[src/rtl/mismatch_scoreboard.sv]
// Synthesizable compare scoreboard: counts accepted samples and masked mismatches
// between a reference output and a DUT output, and latches the first mismatch index.
module mismatch_scoreboard #(
  parameter int unsigned WIDTH = 1,
  parameter int unsigned CNT_W = 32
) (
  input  logic             clk,
  input  logic             areset,
  input  logic             start,
  input  logic             sample_valid,
  input  logic [WIDTH-1:0] ref_out,
  input  logic [WIDTH-1:0] dut_out,
  input  logic [WIDTH-1:0] care_mask,
  input  logic             finish,
  output logic [CNT_W-1:0] samples,
  output logic [CNT_W-1:0] errors,
  output logic [CNT_W-1:0] first_err_idx,
  output logic             first_err_valid,
  output logic [WIDTH-1:0] err_bits_seen,
  output logic             busy,
  output logic             done,
  output logic             pass
);

  typedef enum logic [1:0] {StIdle, StRun, StDone} state_e;

  state_e           r_state, w_state_d;
  logic [CNT_W-1:0] r_samples, w_samples_d;
  logic [CNT_W-1:0] r_errors, w_errors_d;
  logic [CNT_W-1:0] r_idx, w_idx_d;
  logic             r_fev, w_fev_d;
  logic [WIDTH-1:0] r_bits, w_bits_d;
  logic             r_busy, r_done, r_pass;

  logic [WIDTH-1:0] w_mism_vec;
  logic             w_mismatch;
  logic             w_accept;

  assign w_mism_vec = (ref_out ^ dut_out) & care_mask;
  assign w_mismatch = |w_mism_vec;
  assign w_accept   = (r_state == StRun) && sample_valid && !start;

  always_comb begin
    w_state_d = r_state;
    if (start) begin
      w_state_d = StRun;
    end else if (r_state == StRun && finish) begin
      w_state_d = StDone;
    end
  end

  always_comb begin
    w_samples_d = r_samples;
    w_errors_d  = r_errors;
    w_idx_d     = r_idx;
    w_fev_d     = r_fev;
    w_bits_d    = r_bits;
    if (start) begin
      w_samples_d = '0;
      w_errors_d  = '0;
      w_idx_d     = '0;
      w_fev_d     = 1'b0;
      w_bits_d    = '0;
    end else if (w_accept) begin
      // Counters saturate at all-ones instead of wrapping.
      if (r_samples != {CNT_W{1'b1}}) w_samples_d = r_samples + 1'b1;
      if (w_mismatch) begin
        if (r_errors != {CNT_W{1'b1}}) w_errors_d = r_errors + 1'b1;
        w_bits_d = r_bits | w_mism_vec;
        if (!r_fev) begin
          w_idx_d = r_samples;
          w_fev_d = 1'b1;
        end
      end
    end
  end

  always_ff @(posedge clk or posedge areset) begin
    if (areset) begin
      r_state   <= StIdle;
      r_samples <= '0;
      r_errors  <= '0;
      r_idx     <= '0;
      r_fev     <= 1'b0;
      r_bits    <= '0;
      r_busy    <= 1'b0;
      r_done    <= 1'b0;
      r_pass    <= 1'b0;
    end else begin
      r_state   <= w_state_d;
      r_samples <= w_samples_d;
      r_errors  <= w_errors_d;
      r_idx     <= w_idx_d;
      r_fev     <= w_fev_d;
      r_bits    <= w_bits_d;
      r_busy    <= (w_state_d == StRun);
      r_done    <= (w_state_d == StDone);
      r_pass    <= (w_state_d == StDone) && (w_errors_d == '0);
    end
  end

  assign samples         = r_samples;
  assign errors          = r_errors;
  assign first_err_idx   = r_idx;
  assign first_err_valid = r_fev;
  assign err_bits_seen   = r_bits;
  assign busy            = r_busy;
  assign done            = r_done;
  assign pass            = r_pass;

endmodule

[config.mk]
export PLATFORM = sky130hd
export DESIGN_NAME = mismatch_scoreboard
export DESIGN_NICKNAME = d
export VERILOG_FILES = /design/src/rtl/mismatch_scoreboard.sv
export SDC_FILE = /design/constraint.sdc
export NUM_CORES = 1
export LEC_CHECK = 0
export ABC_AREA = 1
export CAP_MARGIN = 30
export CORE_MARGIN = 2
export CORE_UTILIZATION = 55
export CTS_CLUSTER_DIAMETER = 30
export DETAILED_ROUTE_END_ITERATION = 8
export PLACE_DENSITY = 0.83
export SYNTH_ARGS = -nofsm -noshare
export SYNTH_HDL_FRONTEND = slang
export SYNTH_SLANG_ARGS = --single-unit
[constraint.sdc]
create_clock -name clk -period 7.2 [get_ports clk]
set_input_delay 2.16 -clock clk [delete_from_list [all_inputs] [get_ports clk]]
set_output_delay 2.16 -clock clk [all_outputs]
set_load 0.05 [all_outputs]
# Word-level counts from Yosys, hierarchy flattened
# Cells that the tools add are included.
word_totals:
  in_bits: 8
  ff_bits: 103
  output_inout_bits: 101
  elab_cells: 51
op_classes:
  mux: 19
  n_eq_ne: 6
  bitwise: 3
  addsub: 2
  reduce_logical: 12
ops:
  columns: ["op", "count"]
  rows:
  - ["32-bit 2-to-1 mux", 11]
  - ["32-bit by 1-bit adder with 32-bit output (second input constant)", 2]
  - ["32-bit inequality test (second input constant)", 2]
  - ["32-bit logical NOT", 1]
  - ["1-bit 2-to-1 mux", 6]
  - ["2-bit nonzero test", 3]
  - ["2-bit by 1-bit equality test with 1-bit output (second input constant)", 2]
  - ["1-bit logical AND", 4]
  - ["2-bit 2-to-1 mux", 2]
  - ["2-bit AND reduction", 2]
  - ["3-bit AND reduction", 1]
  - ["2-bit equality test (second input constant)", 1]
  - ["2-bit inequality test (second input constant)", 1]
  - ["1-bit bitwise AND", 1]
  - ["1-bit logical NOT", 1]
  - ["1-bit bitwise OR", 1]
  - ["1-bit bitwise XOR", 1]

# Longest topological paths before layout
depth:
  depth_word: 7
  mapped_depth: 16
  mapped_depth_nobuf: 16

# Worst setup path after synthesis
# Ideal clock, no wire load.
synth_timing:
  kind: "input -> register"
  startpoint: "input port sample_valid"
  endpoint: "register r_pass (netlist: pass)"
  setup_slack_ns: 3.705
  arrival_time_ns: 3.426
  setup_ns: 0.069
  cell_stages: 12
  cell_sequence: "nand3_1 nor2_2 nand2_1 nor2_1 nand2_1 inv_2 nand3_1 nand3_1 nand2_1 nor2_1 nand3_1 nor2_2"
synth_between:
  elab_chain_len: 6
synth_rtl:
  columns: ["element", "line_no", "rtl"]
  rows:
  - ["start: declaration", "10", "input logic sample_valid,"]
  - ["1-bit logical AND (2 in series)", "41", "assign w_accept = (r_state == StRun) && sample_valid && !start;"]
  - ["32-bit 2-to-1 mux", "64", "end else if (w_accept) begin"]
  - ["32-bit 2-to-1 mux", "58", "if (start) begin"]
  - ["32-bit logical NOT", "98", "r_pass <= (w_state_d == StDone) && (w_errors_d == '0);"]
  - ["1-bit logical AND", "98", null]
  - ["end signal: assignment", "98", null]
  - ["end: declaration", "33", "logic r_busy, r_done, r_pass;"]
# Every way passes these cells.
# A chain may end at the register's enable or synchronous reset.

# Final worst setup path
layout_timing:
  startpoint: "input port start"
  endpoint: "register r_pass (netlist: pass)"
layout_between:
  elab_chain_len: 6
  word_cells_on_any_way: 8
  cone_classes: "eq/ne: 1; mux: 3; reduce/logical: 4"
layout_rtl:
  columns: ["element", "line_no", "rtl"]
  rows:
  - ["start: declaration", "9", "input logic start,"]
  - ["1-bit logical NOT", "41", null]
  - ["1-bit logical AND", "41", null]
  - ["32-bit 2-to-1 mux", "64", null]
  - ["32-bit 2-to-1 mux", "58", null]
  - ["32-bit logical NOT", "98", null]
  - ["1-bit logical AND *", "98", null]
# Every way passes the cells marked *; elsewhere a longest branch is shown, timed or not.

==> flow_summary.yaml <==
run_status:
  status: "complete, no violations"
critical_path:
  crit_required_ns: 7.50
  cp_max_fo: 32
  arrival_ns: 5.31
  crit_path_end_kind: "register"
  crit_type: "in2reg"
  worst_r2r_path_depth: 15
  cp-start-kind: "input port"
logic_synthesis:
  synth_top_cell_area_share_pct: 45.2
  synth-seq-cells: 103
  synthArstFlopShare_pct: 100
  synth-edff-count: 0
  ys_types: 38
  yosysTopAreaCell: "dfrtp_1"
  yosysSeqAreaShare_pct: 45.2
  syn-instance-count: 777
  ys_warn_count: 0
  syn-cell-area_mm2: 0.00571
  synthesis.nets: 787
  syn_avg_cell_area_um2: 7.34
  synthFlopType: "dfrtp_1"
  netlist_top_cells_area: "dfrtp_1, nand2_1, inv_1"
detailed_routing:
  firstDrtPassIters: 5
  drt_iter0_drc: 510
  dr_total_vias: 5726
  wirelength_mm: 16.4
  wl_per_cell_um: 16.1
  ant_nets: 0
  via_per_inst: 5.62
  drc: 0
floorplan:
  ios: 109
  start_util_pct: 56.0
  die-area_mm2: 0.0112
  rows: 37
  die_x_um: 106
  fp.coreArea_mm2: 0.0102
  die_h_um: 106
cts:
  hold_buffers: 0
  clockRootBuffer: "clkbuf_8"
  clock_path_buffers: 2
  cts_resized: 0
  cts_buffers: 9
  clk_pin_slew_ns: 0.10
  cts-htree-levels: 3
  cts_setup_buffers: 0
  numClockSinks: 103
  cts_tree: "done"
  insertion_delay_ns: 0.38
sta:
  min_period_ns: 5.01
  rsz0062_at_grt: "no"
  tns_ns: 0
  finalMaxSlewViolations: 0
  finalSetupViolCount: 0
  hold-worst-slack_ns: 0.507
  worstMarginPinSlew_ns: 0.849
  slew_headroom_pct: 43.4
  max_freq_ghz: 0.200
  min_period_over_period_pct: 69.6
  hold_viol: 0
  skew_ns: 0.0120
global_route:
  grt_usage_pct: 30.4
  grt_pass1_wl_mm: 27.2
  grt_pass1_vias: 5485
  grt_remaining_overflow: 0
  antenna_found_initial: 0
  grt_max_degree: 68
layout:
  fill_cells: 859
  num-nets-final: 888
  antenna_cells: 0
  drive_gt1_share_pct: 5.22
  final_cells: 1018
  area_delta_synth_final_pct: 24.7
pwr:
  power_frac_comb_pct: 10.2
  p_leak_nw: 3.18
  peakVddDrop_mv: 0.119
  power_density_mw_per_mm2: 157
  seq_power_share_pct: 53.2
  switching_power_w: 0.000304
  sw_frac_of_total_pct: 27.1
  pwr-share-clk_pct: 36.6
  total_power_w: 0.00112
  internal_power_w: 0.000816
place:
  post-dp-hpwl_mm: 12.0
  globalplace.congestion: 0.917
  dp_cells: 1003
  port_buffers: 108
run:
  maxCapViolCount: 0
worst_hold_path:
  worstHoldPathCells: 1
  worst_hold_path_type: "reg2reg"
==> worst paths after layout <==
| check | from | end | slack [ns] |
|---|---|---|---|
| max reg2reg | errors[0]$_DFF_PP0_ | pass$_DFF_PP0_ | 4.51 |
| min | r_state[1]$_DFF_PP0_ | busy$_DFF_PP0_ | 0.51 |
| max | start | pass$_DFF_PP0_ | 2.19 |
| min in group asynchronous | areset | first_err_idx[5]$_DFFE_PP0P_ | 2.14 |
| max in group asynchronous | areset | errors[30]$_DFF_PP0_ | 3.85 |
| min reg2reg | r_state[1]$_DFF_PP0_ | busy$_DFF_PP0_ | 0.51 |
==> per-layer routing <==
layer	up-vias	routed length, µm	track usage, %
met4	0	216	8.74
met3	20	1190	4.64
met2	248	7290	45.0
met1	2731	7660	46.2
li1	2727	-	-
met5	-	0	0
==> Yosys cell counts, types with 4 or more instances <==
master / n
nor4_1: 5
nor2_1: 84
nand3_1: 87
nor2_2: 7
buf_6: 4
o21bai_1: 4
o21ai_1: 6
nor3b_1: 4
clkbuf_1: 12
dfrtp_1: 103
inv_2: 4
a21oi_1: 33
nor3_1: 20
o22ai_1: 13
inv_1: 133
nand2_2: 6
o21ai_0: 40
nand2_1: 150
o31ai_1: 4
nand4_1: 26
==> power by group through the flow <==
stage | registers, W | clock network [W] | logic (W)
after floorplan | 0.000636 | 0 | 0.0000449
after global placement | 0.000606 | 0 | 0.000111
after detailed placement | 0.000606 | 0 | 0.000114
after CTS | 0.000595 | 0.000413 | 0.000115
after global routing | 0.000597 | 0.000442 | 0.000124
final | 0.000595 | 0.000410 | 0.000114
==> through the flow <==
stage,cell area (µm²),util [%],setup slack [ns]
6_report,7110,69.8,2.19
5_1_grt,7110,69.8,1.94
4_1_cts,7110,69.8,2.31
3_5_place_dp,6900,67.7,1.90
3_3_place_gp,6870,67.4,1.98
2_1_floorplan,5710,-,2.34
==> registers in the layout, indices dropped and copies added (netlist names), 2 cells and up <==
name	flops
r_state	2
samples	32
first_err_idx	32
errors	32
==> worst max-delay path, stage by stage <==
cell             delay [ns]
clkdlybuf4s50_1        0.73
inv_2                  0.61
nand4_1                0.35
nor2_2                 0.38
nand2_1                0.08
nor2_1                 0.13
nand3_1                0.09
nand3_1                0.12
nand2_1                0.07
nor2_1                 0.09
nand2_1                0.06
nor2_1                 0.19
nand2_1                0.11
nor2_2                 0.12
==> cells in the final DEF (no fill, tap or decap), drive strengths merged, types with 3 or more instances in the layout <==
master           n
a21oi           35
dfrtp          103
o21a             3
o31ai            4
o21ai           46
and2             3
nand3           88
o22ai           13
o21bai           4
nor4             5
nor3            21
nand4           27
nor2            94
clkdlybuf4s50  108
buf              3
nand2          156
clkbuf           9
inv            139
nor3b            5
==> final cells by class <==
class	instances	area [µm²]	share of cell area, %
inverter	137	517	7.26
clock inverter	6	93.8	1.32
timing repair buffer	111	1120	15.8
tap	136	170	2.39
sequential	103	2580	36.2
multi-input combinational	516	2510	35.3
clock buffer	9	124	1.74
==> logic make-up (layout without fill, tap and decap cells) <==
group	after synthesis	count (layout)	synth area share, %
simple gates	403	403	32.5
compound gates	109	109	10.6
xor+xnor	2	2	0.307
buf+inv	158	263	11.0
fa+ha+maj	2	2	0.439
flops	103	103	45.2
Note: power is estimated with default switching activity, not from simulation.
==> patch (same settings) <==
Remove the register `r_pass`: a continuous assignment takes its place, so the output `pass` follows one clock earlier.
--- a/src/rtl/mismatch_scoreboard.sv
+++ b/src/rtl/mismatch_scoreboard.sv
@@ -85,7 +85,6 @@
       r_bits    <= '0;
       r_busy    <= 1'b0;
       r_done    <= 1'b0;
-      r_pass    <= 1'b0;
     end else begin
       r_state   <= w_state_d;
       r_samples <= w_samples_d;
@@ -95,9 +94,10 @@
       r_bits    <= w_bits_d;
       r_busy    <= (w_state_d == StRun);
       r_done    <= (w_state_d == StDone);
-      r_pass    <= (w_state_d == StDone) && (w_errors_d == '0);
     end
   end
+
+  assign r_pass = (w_state_d == StDone) && (w_errors_d == '0);
 
   assign samples         = r_samples;
   assign errors          = r_errors;
Function: changed (Yosys sat finds a counterexample within 4 cycles, from zero or initial values and one cycle with areset high).
==> patch against the original RTL <==
  * Power down 5.3%
  * Area after synthesis fell by 0.44%
  * Worst setup slack worse by 1.9 ns
  * Sequential power shrank 0.8%
  * Clock power fell by 14%
  * Non-clock buffer count up 2
  * Routed wire length rose by 2.5%
  * Maximum frequency is 27% lower
  * Register-to-register slack worse by 0.03 ns
  * Count of clock-buffer cells in the layout is 1 higher
  * Sequential cell count fell by 1
  * Design area fell by 0.47%
  * Critical path type is now in -> out
==> patch: results (changes against the original RTL) <==
- Slew Limit Headroom: 42.6% (-0.78 points)
- Final Skew: 0.0172 ns (+0.00516 ns)
- Layout fillers: 850 (-1.0%)
- CP required: 5.04 ns (-2.46 ns)
- CP Max Fanout: 8 (-75%)
- Gpl congestion: 0.912 (-0.52%)
- Hold path start: r_state[1]
- Crit-path max cell delay: 0.47 ns (-0.26 ns)
- RR Endpoint: samples[12]
- DRT iter0 DRCs: 608 (+19%)
- Worst-path clk slew: 0.10 ns (about the same)
- Final nets: 889 (+0.11%)
- Reg2Reg Launch Point: samples[0]
- Antenna Cells: 0 (unchanged)
- Place WS: 0.365 ns (-1.53 ns)
- Top post-synthesis cells by area: dfrtp_1 45%, nand2_1 9.9%, inv_1 8.8%
- Routed length per instance: 16.4 um (+2.3%)
- Crit path max-delay cell type: clkdlybuf4s50_1
- Via count: 5765 (+0.68%)
- Final HPWL DP: 12300 um (+2.3%)
- Global Route Usage Sum: 30.5% (+0.14 points)
- First-pass GRT wire length: 27000 um (-0.69%)
- Vias per cell: 5.65 (+0.48%)
- Share of layout cells above drive strength 1: 5.54% (+0.33 points)
- Post-synth top cells: 150 x nand2_1, 133 x inv_1, 102 x dfrtp_1
- Largest net degree at the start of global routing: 67 (-1.5%)
- Clock Path Buffers: 2 (unchanged)
- Outcome: finished, final reports clean
- LEAKAGE: 3.16 nW (-0.53%)
- Max IR drop VDD: 0.112 mV (-6.5%)
- Detailed Routing Iterations Pass 1: 5 (unchanged)
- Synth Area per Inst: 7.32 sq um (-0.31%)
- Vias in the first global route: 5330 (-2.8%)
- Seq/Total Area, Yosys: 44.9% (-0.24 points)
- H-tree depth: 3 (unchanged)
- Reg2reg setup slack: 4.48 ns (-0.03 ns)
- Placed Instances: 1004 (+0.10%)
- Syn_nets: 786 (-0.13%)
## patch: worst max-delay path: cells and delay by family
family	cells	cell delay, ns
buf+inv	2	0.62
simple gates	12	1.91
## patch: cell families after synthesis
kind of cell	Yosys count	share of synthesized area, %
AO/OA/AOI/OAI	109	10.7
XOR/XNOR	2	0.308
adder cells (fa/ha/maj)	2	0.440
buffers and inverters	158	11.0
flip-flops	102	44.9
AND/OR/NAND/NOR	403	32.6
## patch: how the worst max path moves through the flow
stage                       from  slack [ns]  depth (start not counted)  endpoint
floorplan           sample_valid        1.26                         12      pass
global placement    sample_valid        0.38                         14      pass
detailed placement  sample_valid        0.37                         14      pass
CTS                 sample_valid        0.37                         14      pass
global route        sample_valid        0.14                         14      pass
finish              sample_valid        0.34                         14      pass
## patch: cell type report
class	instances	area share [%]
multi-input cells	516	35.4
flip-flops and latches	102	36.1
well taps	136	2.40
inverters	137	7.30
clock inverters	6	0.795
clock buffers	10	1.80
repair buffers	113	16.2
## patch: layer usage
metal  global-route usage (%)  vias up  part of all wire [%]
li1                         -     2731                     -
met1                     46.2     2738                    46
met2                     45.9      278                    45
met3                     4.21       18                   7.9
met4                     8.93        0                   1.2
met5                        0        -                     0
## patch: power by group
| part | switching (mW) | total [mW] | internal, mW |
|---|---|---|---|
| clock network | 0.222 | 0.354 | 0.132 |
| registers | 0.00749 | 0.590 | 0.582 |
| logic | 0.0854 | 0.117 | 0.0315 |
| total | 0.315 | 1.06 | 0.746 |
## patch: metrics by stage
step	util, %	hold WS [ns]
2_1_floorplan	-	0.446
3_3_place_gp	67.4	0.464
3_5_place_dp	67.7	0.470
4_1_cts	69.5	0.487
5_1_grt	69.5	0.508
6_report	69.5	0.488
